### src/rtl/hs_rr_arbiter.sv
// Purpose: round-robin N:1 handshake arbiter with packet lock; a grant holds from first beat to last.
// Latency: one registered output stage, 1 cycle input-to-output, 1 beat/cycle sustained.
// Backpressure: m_ready low with m_valid high freezes the output stage and forces all s_ready low.
module hs_rr_arbiter #(
    parameter int NUM_REQ    = 4,
    parameter int DATA_WIDTH = 8,
    parameter int SRC_W      = $clog2(NUM_REQ)
) (
    input  logic                          clk,
    input  logic                          rst,
    input  logic [NUM_REQ-1:0]            s_valid,
    input  logic [NUM_REQ*DATA_WIDTH-1:0] s_data,
    input  logic [NUM_REQ-1:0]            s_last,
    output logic [NUM_REQ-1:0]            s_ready,
    output logic                          m_valid,
    output logic [DATA_WIDTH-1:0]         m_data,
    output logic                          m_last,
    output logic [SRC_W-1:0]              m_src,
    input  logic                          m_ready,
    output logic                          busy
);

    typedef enum logic {
        UNLOCKED = 1'b0,
        LOCKED   = 1'b1
    } state_t;

    state_t                state_q, state_d;
    logic [SRC_W-1:0]      lock_id, lock_id_d;
    logic [SRC_W-1:0]      rr_ptr;
    logic                  win_vld;
    logic [SRC_W-1:0]      win_id;
    logic [DATA_WIDTH-1:0] win_dat;
    logic                  win_last;
    logic                  slot_free;
    logic                  xfer;

    assign slot_free = !m_valid || m_ready;

    // Scan starts just past the last winner so it becomes lowest priority; wrap is modulo NUM_REQ.
    always_comb begin
        int idx;
        win_vld = 1'b0;
        win_id  = '0;
        idx     = 0;
        if (state_q == LOCKED) begin
            win_vld = 1'b1;
            win_id  = lock_id;
        end else begin
            for (int off = 1; off <= NUM_REQ; off++) begin
                idx = int'(rr_ptr) + off;
                if (idx >= NUM_REQ)
                    idx = idx - NUM_REQ;
                if (!win_vld && s_valid[idx]) begin
                    win_vld = 1'b1;
                    win_id  = SRC_W'(idx);
                end
            end
        end
    end

    always_comb begin
        win_dat  = s_data[int'(win_id)*DATA_WIDTH +: DATA_WIDTH];
        win_last = s_last[win_id];
        xfer     = win_vld && s_valid[win_id] && slot_free;
    end

    always_comb begin
        s_ready = '0;
        for (int i = 0; i < NUM_REQ; i++)
            s_ready[i] = win_vld && (win_id == SRC_W'(i)) && slot_free && rst;
    end

    always_comb begin
        state_d   = state_q;
        lock_id_d = lock_id;
        case (state_q)
            UNLOCKED: begin
                if (xfer && !win_last) begin
                    state_d   = LOCKED;
                    lock_id_d = win_id;
                end
            end
            LOCKED: begin
                if (xfer && win_last)
                    state_d = UNLOCKED;
            end
            default: state_d = UNLOCKED;
        endcase
    end

    always_ff @(posedge clk or negedge rst) begin
        if (!rst) begin
            state_q <= UNLOCKED;
            lock_id <= '0;
        end else begin
            state_q <= state_d;
            lock_id <= lock_id_d;
        end
    end

    // A new load and a downstream drain in the same cycle keep m_valid high.
    always_ff @(posedge clk or negedge rst) begin
        if (!rst) begin
            m_valid <= 1'b0;
            m_data  <= '0;
            m_last  <= 1'b0;
            m_src   <= '0;
            rr_ptr  <= SRC_W'(NUM_REQ - 1);
        end else if (xfer) begin
            m_valid <= 1'b1;
            m_data  <= win_dat;
            m_last  <= win_last;
            m_src   <= win_id;
            rr_ptr  <= win_id;
        end else if (m_ready) begin
            m_valid <= 1'b0;
        end
    end

    assign busy = (state_q == LOCKED);

endmodule

### config.mk
export PLATFORM = sky130hd
export DESIGN_NAME = hs_rr_arbiter
export DESIGN_NICKNAME = d
export VERILOG_FILES = /design/src/rtl/hs_rr_arbiter.sv
export SDC_FILE = /design/constraint.sdc
export NUM_CORES = 1
export LEC_CHECK = 0
export CAP_MARGIN = 10
export CORE_ASPECT_RATIO = 1.25
export CORE_MARGIN = 2
export CORE_UTILIZATION = 56
export DETAILED_ROUTE_END_ITERATION = 8
export DONT_BUFFER_PORTS = 1
export PLACE_DENSITY = 0.74
export SLEW_MARGIN = 20
export SYNTH_ARGS = -nofsm -noshare
export SYNTH_HDL_FRONTEND = slang
export SYNTH_SLANG_ARGS = --single-unit
### constraint.sdc
create_clock -name clk -period 2.65 [get_ports clk]
set_clock_uncertainty 0.15 [all_clocks]
set_input_delay 0 -clock clk [delete_from_list [all_inputs] [get_ports clk]]
set_output_delay 0 -clock clk [all_outputs]
set_load 0.01 [all_outputs]
# After elaboration in Yosys (flattened, before gate mapping)
# Index checks and enable logic that the tools add are counted.
# op_classes
addsub	8
order_cmp	9
eq_ne	3
shifts	1
n_mux	42
bitwise_logic	1
reduce_logical	28
# ops
cell	count
$mux 32	8
$lt 32x4->1 const B	4
$shiftx 32x6->8	1
$mux 1	22
$logic_and 1x1->1	19
$bmux 1 s2	6
$sub 3x3->4 const B	3
$mux 2	5
$ge 3x3->1 const B	3
$add 2x2->3 const B	2
$logic_not 1->1	5
$sub 4x3->5 const B	1
$add 2x3->4 const B	1
$eq 2x2->1 const B	2
$ge 4x3->1 const B	1
$add 2x1->3 const B	1
$lt 2x3->1 const B	1
$eq 2x1->1 const B	1
$logic_not 2->1	1
$pmux 1 s2	1
$reduce_and 2->1	1
$reduce_bool 2->1	1
$logic_or 1x1->1	1
$not 1->1	1
# totals
ff_bits	17
inputBits	43
out_inout_bits	17
elab_cells	99

# Logic depth before layout (Yosys ltp)
# logic_depth
word_depth	28
depth_mapped	9
mapped_depth_nobuf	7

# Worst setup path after synthesis
# Ideal clock, no wire load.
# synth_timing
kind	register -> register
from	reg state_q, in the netlist busy
to	reg m_data[7]
setup_ns	0.118
arrival_time_ns	2.253
t_required_ns	2.382
setup_slack_ns	0.129
stages_incl_launch_ff	10
n_path_buf	2
synth_period_minus_slack_ns	2.521
path_cell_list	dfrtp_1 buf_2 or2b_1 and3_4 o31ai_4 buf_8 mux2_2 nor2_1 a211oi_2 a21o_1
# synth_between
elab_chain_cells	5
elab_cells_between_ends	7
classes_between	shift: 1; mux: 4; reduce/logical: 2
# synth_rtl
element	line_no	source
start, declared	28	state_t state_q, state_d;
start signal, assigned	97	state_q <= state_d;
branches (longest 5 deep; another with $shiftx 32x6->8)	--	
end signal, assigned	112	m_data <= win_dat;
end, declared	16	output logic [DATA_WIDTH-1:0] m_data,
# Several ways; the timed one is not identified. The select of a mux whose other input is x is not followed.
# A chain may end at the register's enable or synchronous reset.

# Worst setup path after layout
# layout_timing
from	reg rr_ptr[0]
to	reg lock_id[1]
# layout_between
elab_chain_cells	27
elab_cells_between_ends	60
classes_between	add/sub: 8; order compare: 4; mux: 37; reduce/logical: 11
# layout_rtl
element	line_no	source
start, declared	30	logic [SRC_W-1:0] rr_ptr;
start signal, assigned	109	rr_ptr <= SRC_W'(NUM_REQ - 1);
start signal, assigned	115	rr_ptr <= win_id;
$add 2x1->3	51	idx = int'(rr_ptr) + off;
$sub 3x3->4 / $ge 3x3->1 (equally long branches)	53, 52	
$mux 32	52	if (idx >= NUM_REQ)
$mux 32	46	if (state_q == LOCKED) begin
$bmux 1 s2	54	if (!win_vld && s_valid[idx]) begin
$mux 1 (not written as such) (2 in series)	54	
$mux 1	54	
$mux 1	46	
(+9 left out)	--	
$logic_and 1x1->1	54	
$mux 2	54	
$mux 2	46	
$bmux 1 s2	65	xfer = win_vld && s_valid[win_id] && slot_free;
$mux 1 (not written as such)	65	
$logic_and 1x1->1 (2 in series)	65	
$logic_and 1x1->1	79	if (xfer && !win_last) begin
$reduce_and 2->1 (no source line)	--	
end signal, assigned	98	lock_id <= lock_id_d;
end, declared	29	logic [SRC_W-1:0] lock_id, lock_id_d;
# Several ways; a longest one is shown, not always the timed one. The select of a mux whose other input is x is not followed.

==> impl_metrics.yaml <==
route:
  drtPass1Iterations: 4
  antenna_left: 0
  drcViolationCount: 0
  drt_iter0_drc: 22
  wl_mm: 3.51
  vias: 1220
  wl_per_cell_um: 18.0
  avgViaCountPerCell: 6.26
logic_synthesis:
  netlist-cell-type-count: 41
  ys_top_cells_by_count: "dfrtp_1 (15), mux2i_1 (14), nor2_1 (12)"
  yosysTopAreaCell: "dfrtp_1"
  async_reset_ff_share_pct: 100
  synth.avg_cell_area_um2: 10.1
  ys_seq_area_share_pct: 32.0
  synth_top_area_share_pct: 28.0
  synth_fp_nets: 176
  synthCells: 133
  synth_edf_count: 0
  synth_most_common_cell: "dfrtp_1"
  yosys_most_used_dff: "dfrtp_1"
  syn_area_um2: 1340
  yosysWarnings: 0
  ys_ff_latch: 17
  netlist_top_cells_area: "dfrtp_1 (28%), mux2i_1 (10%), mux2_2 (8.4%)"
clock_network:
  worstSkewPairLatency_ps: 300
  tritoncts: "built"
  cts_buffer_depth: 2
  cts_sinks: 17
  htree_levels: 1
  root_buffer: "clkbuf_4"
  clk_transition_reported_paths_ps: 110
  cts_buffers: 3
setup_path:
  reg2reg_depth: 7
  worstSetupPathType: "reg -> reg"
  crit_path_end_kind: "register"
  start_kind: "register"
  required_ps: 2670
  cpPeakStageDelay_ps: 620
  r2r_slack_ps: 60
  r2r_end: "lock_id[1]"
  crit_arrival_ps: 2620
  crit_fanout: 8
  path_cells: "nor3b_1 > o21a_1 > nor3_1 > mux2_4 > o211ai_4 > a21oi_2 > mux2_1"
  slowest_stage: "dfstp_2"
  rr_startpoint: "rr_ptr[0]"
timing:
  setup_viol: 0
  min_period_ps: 2590
  hold_ws_ps: 20.6
  fmax_mhz: 386
  fin_ws_ps: 57.7
  fin_crit_sh_pct: 97.8
  slew_headroom_pct: 48.3
  hold_violations: 0
  drv_slew: 0
  tightest_slew_ps: 773
die:
  die_area_um2: 2800
  core_area_um2: 2230
  initial_utilization_pct: 59.9
  die_w_um: 47.7
  dieHeight_um: 58.7
  io-pin-count: 60
  rows: 19
placement:
  hpwl_mm: 2.36
  place_area_um2: 1370
  dp_cells: 165
  pre_cts_slack_ps: -10.7
  gp_congestion: 0.840
  port_buffers: 0
global_route:
  grt_first_pass_wirelength_mm: 5.69
  grt_max_degree: 22
  grt_use_total_pct: 28.2
  antenna_found_initial: 0
  grt_pass1_vias: 1308
  overflow: 0
layout:
  final_core_util_pct: 75.6
  diodes: 0
  layout-drive-gt1-share_pct: 23.8
  instances_no_fill: 195
  fin_nets: 208
  fillerInstances: 177
  syn_to_final_growth_pct: 26.3
  design_area_um2: 1690
min_path:
  hold_path_startpoint: "s_data[31]"
  min_path_cells: 4
  worstHoldPathType: "in -> reg"
  min_to: "m_data[7]"
pwr:
  peakVddDrop_uv: 850
  leakage_uw: 0.000720
  power_density_nw_per_um2: 1220
outcome:
  status: "finished, final reports clean"
run:
  max_cap_violations: 0
-- layout make-up --
type	count	area (um2)	area share, %
clock buffers	3	22.5	1.33
repair buffers	35	337	19.9
well taps	31	38.8	2.29
inverters	5	18.8	1.11
multi-input cells	103	838	49.6
clock inverters	1	7.51	0.444
flip-flops and latches	17	428	25.3
-- worst max-delay path: cells and delay by family, from the launching register on --
kind,cells,cell delay (ps)
and+or+nand+nor,2,440
muxes,2,680
AOI/OAI and AO/OA,3,580
DFF,1,620
-- flip-flops by register name, indices dropped and copies added, names as in the netlist --
signal	flops
m_last	1
m_data	8
m_src	2
rr_ptr	2
lock_id	2
busy	1
m_valid	1
-- report_power, final --
part / internal, uW / total (uW) / leakage (uW) / switching, uW
sequential: 412 / 571 / 0.000197 / 160
combinational: 633 / 1340 / 0.000508 / 707
clock: 57.4 / 145 / 0.0000139 / 87.3
-- cell families (layout without fill, tap and decap cells) --
logic type | Yosys count | after routing | share of synthesized area, %
AOI/OAI and AO/OA | 38 | 38 | 24.8
buffers and inverters | 13 | 44 | 7.01
and+or+nand+nor | 39 | 39 | 15.4
DFF | 17 | 17 | 32.0
muxes | 26 | 26 | 20.8
-- repair_timing --
item                       4_1_cts  5_1_grt
hold buffers                    25        0
resized for setup                1        6
pin swaps                        0        0
buffers inserted                 0        1
hold endpoints to repair        32        0
setup endpoints to repair        7       10
-- through the flow --
step           TNS (ps)  total power [uW]
6_report              0              2060
4_1_cts               0              1980
3_5_place_dp      -25.8              1800
2_1_floorplan         0              1630
5_1_grt           -43.3              2210
3_3_place_gp          0              1730
-- cells in the final DEF, fill, tap and decap left out, types with 2 or more instances in the layout --
cell,count
o21ai_0,4
mux2i_1,14
clkbuf_4,3
a31oi_1,4
a21oi_1,3
dfstp_2,2
nand2_1,7
inv_1,5
nand2b_1,2
buf_4,8
dfrtp_1,15
a211oi_1,6
mux2_2,10
nor3_1,4
dlygate4sd3_1,25
nor2_1,12
o21a_1,2
nand3_1,2
nor3b_1,3
a21o_1,8
a211oi_2,4
-- how the worst max path moves through the flow --
stage,start,to,cells past startpoint
after floorplan,busy,m_data[7],9
after global placement,rr_ptr[0],m_data[2],8
after detailed placement,rr_ptr[0],m_data[3],8
after CTS,rr_ptr[0],s_ready[3],7
after global routing,rr_ptr[0],m_data[2],8
final,rr_ptr[0],lock_id[1],7
-- metal layers --
metal  GRT usage (%)  wire [um]
met1            32.1       1330
met3            4.29        206
met2            49.3       1920
met4            13.1         64
met5               0          0
Power figures use the tool's default switching activity.
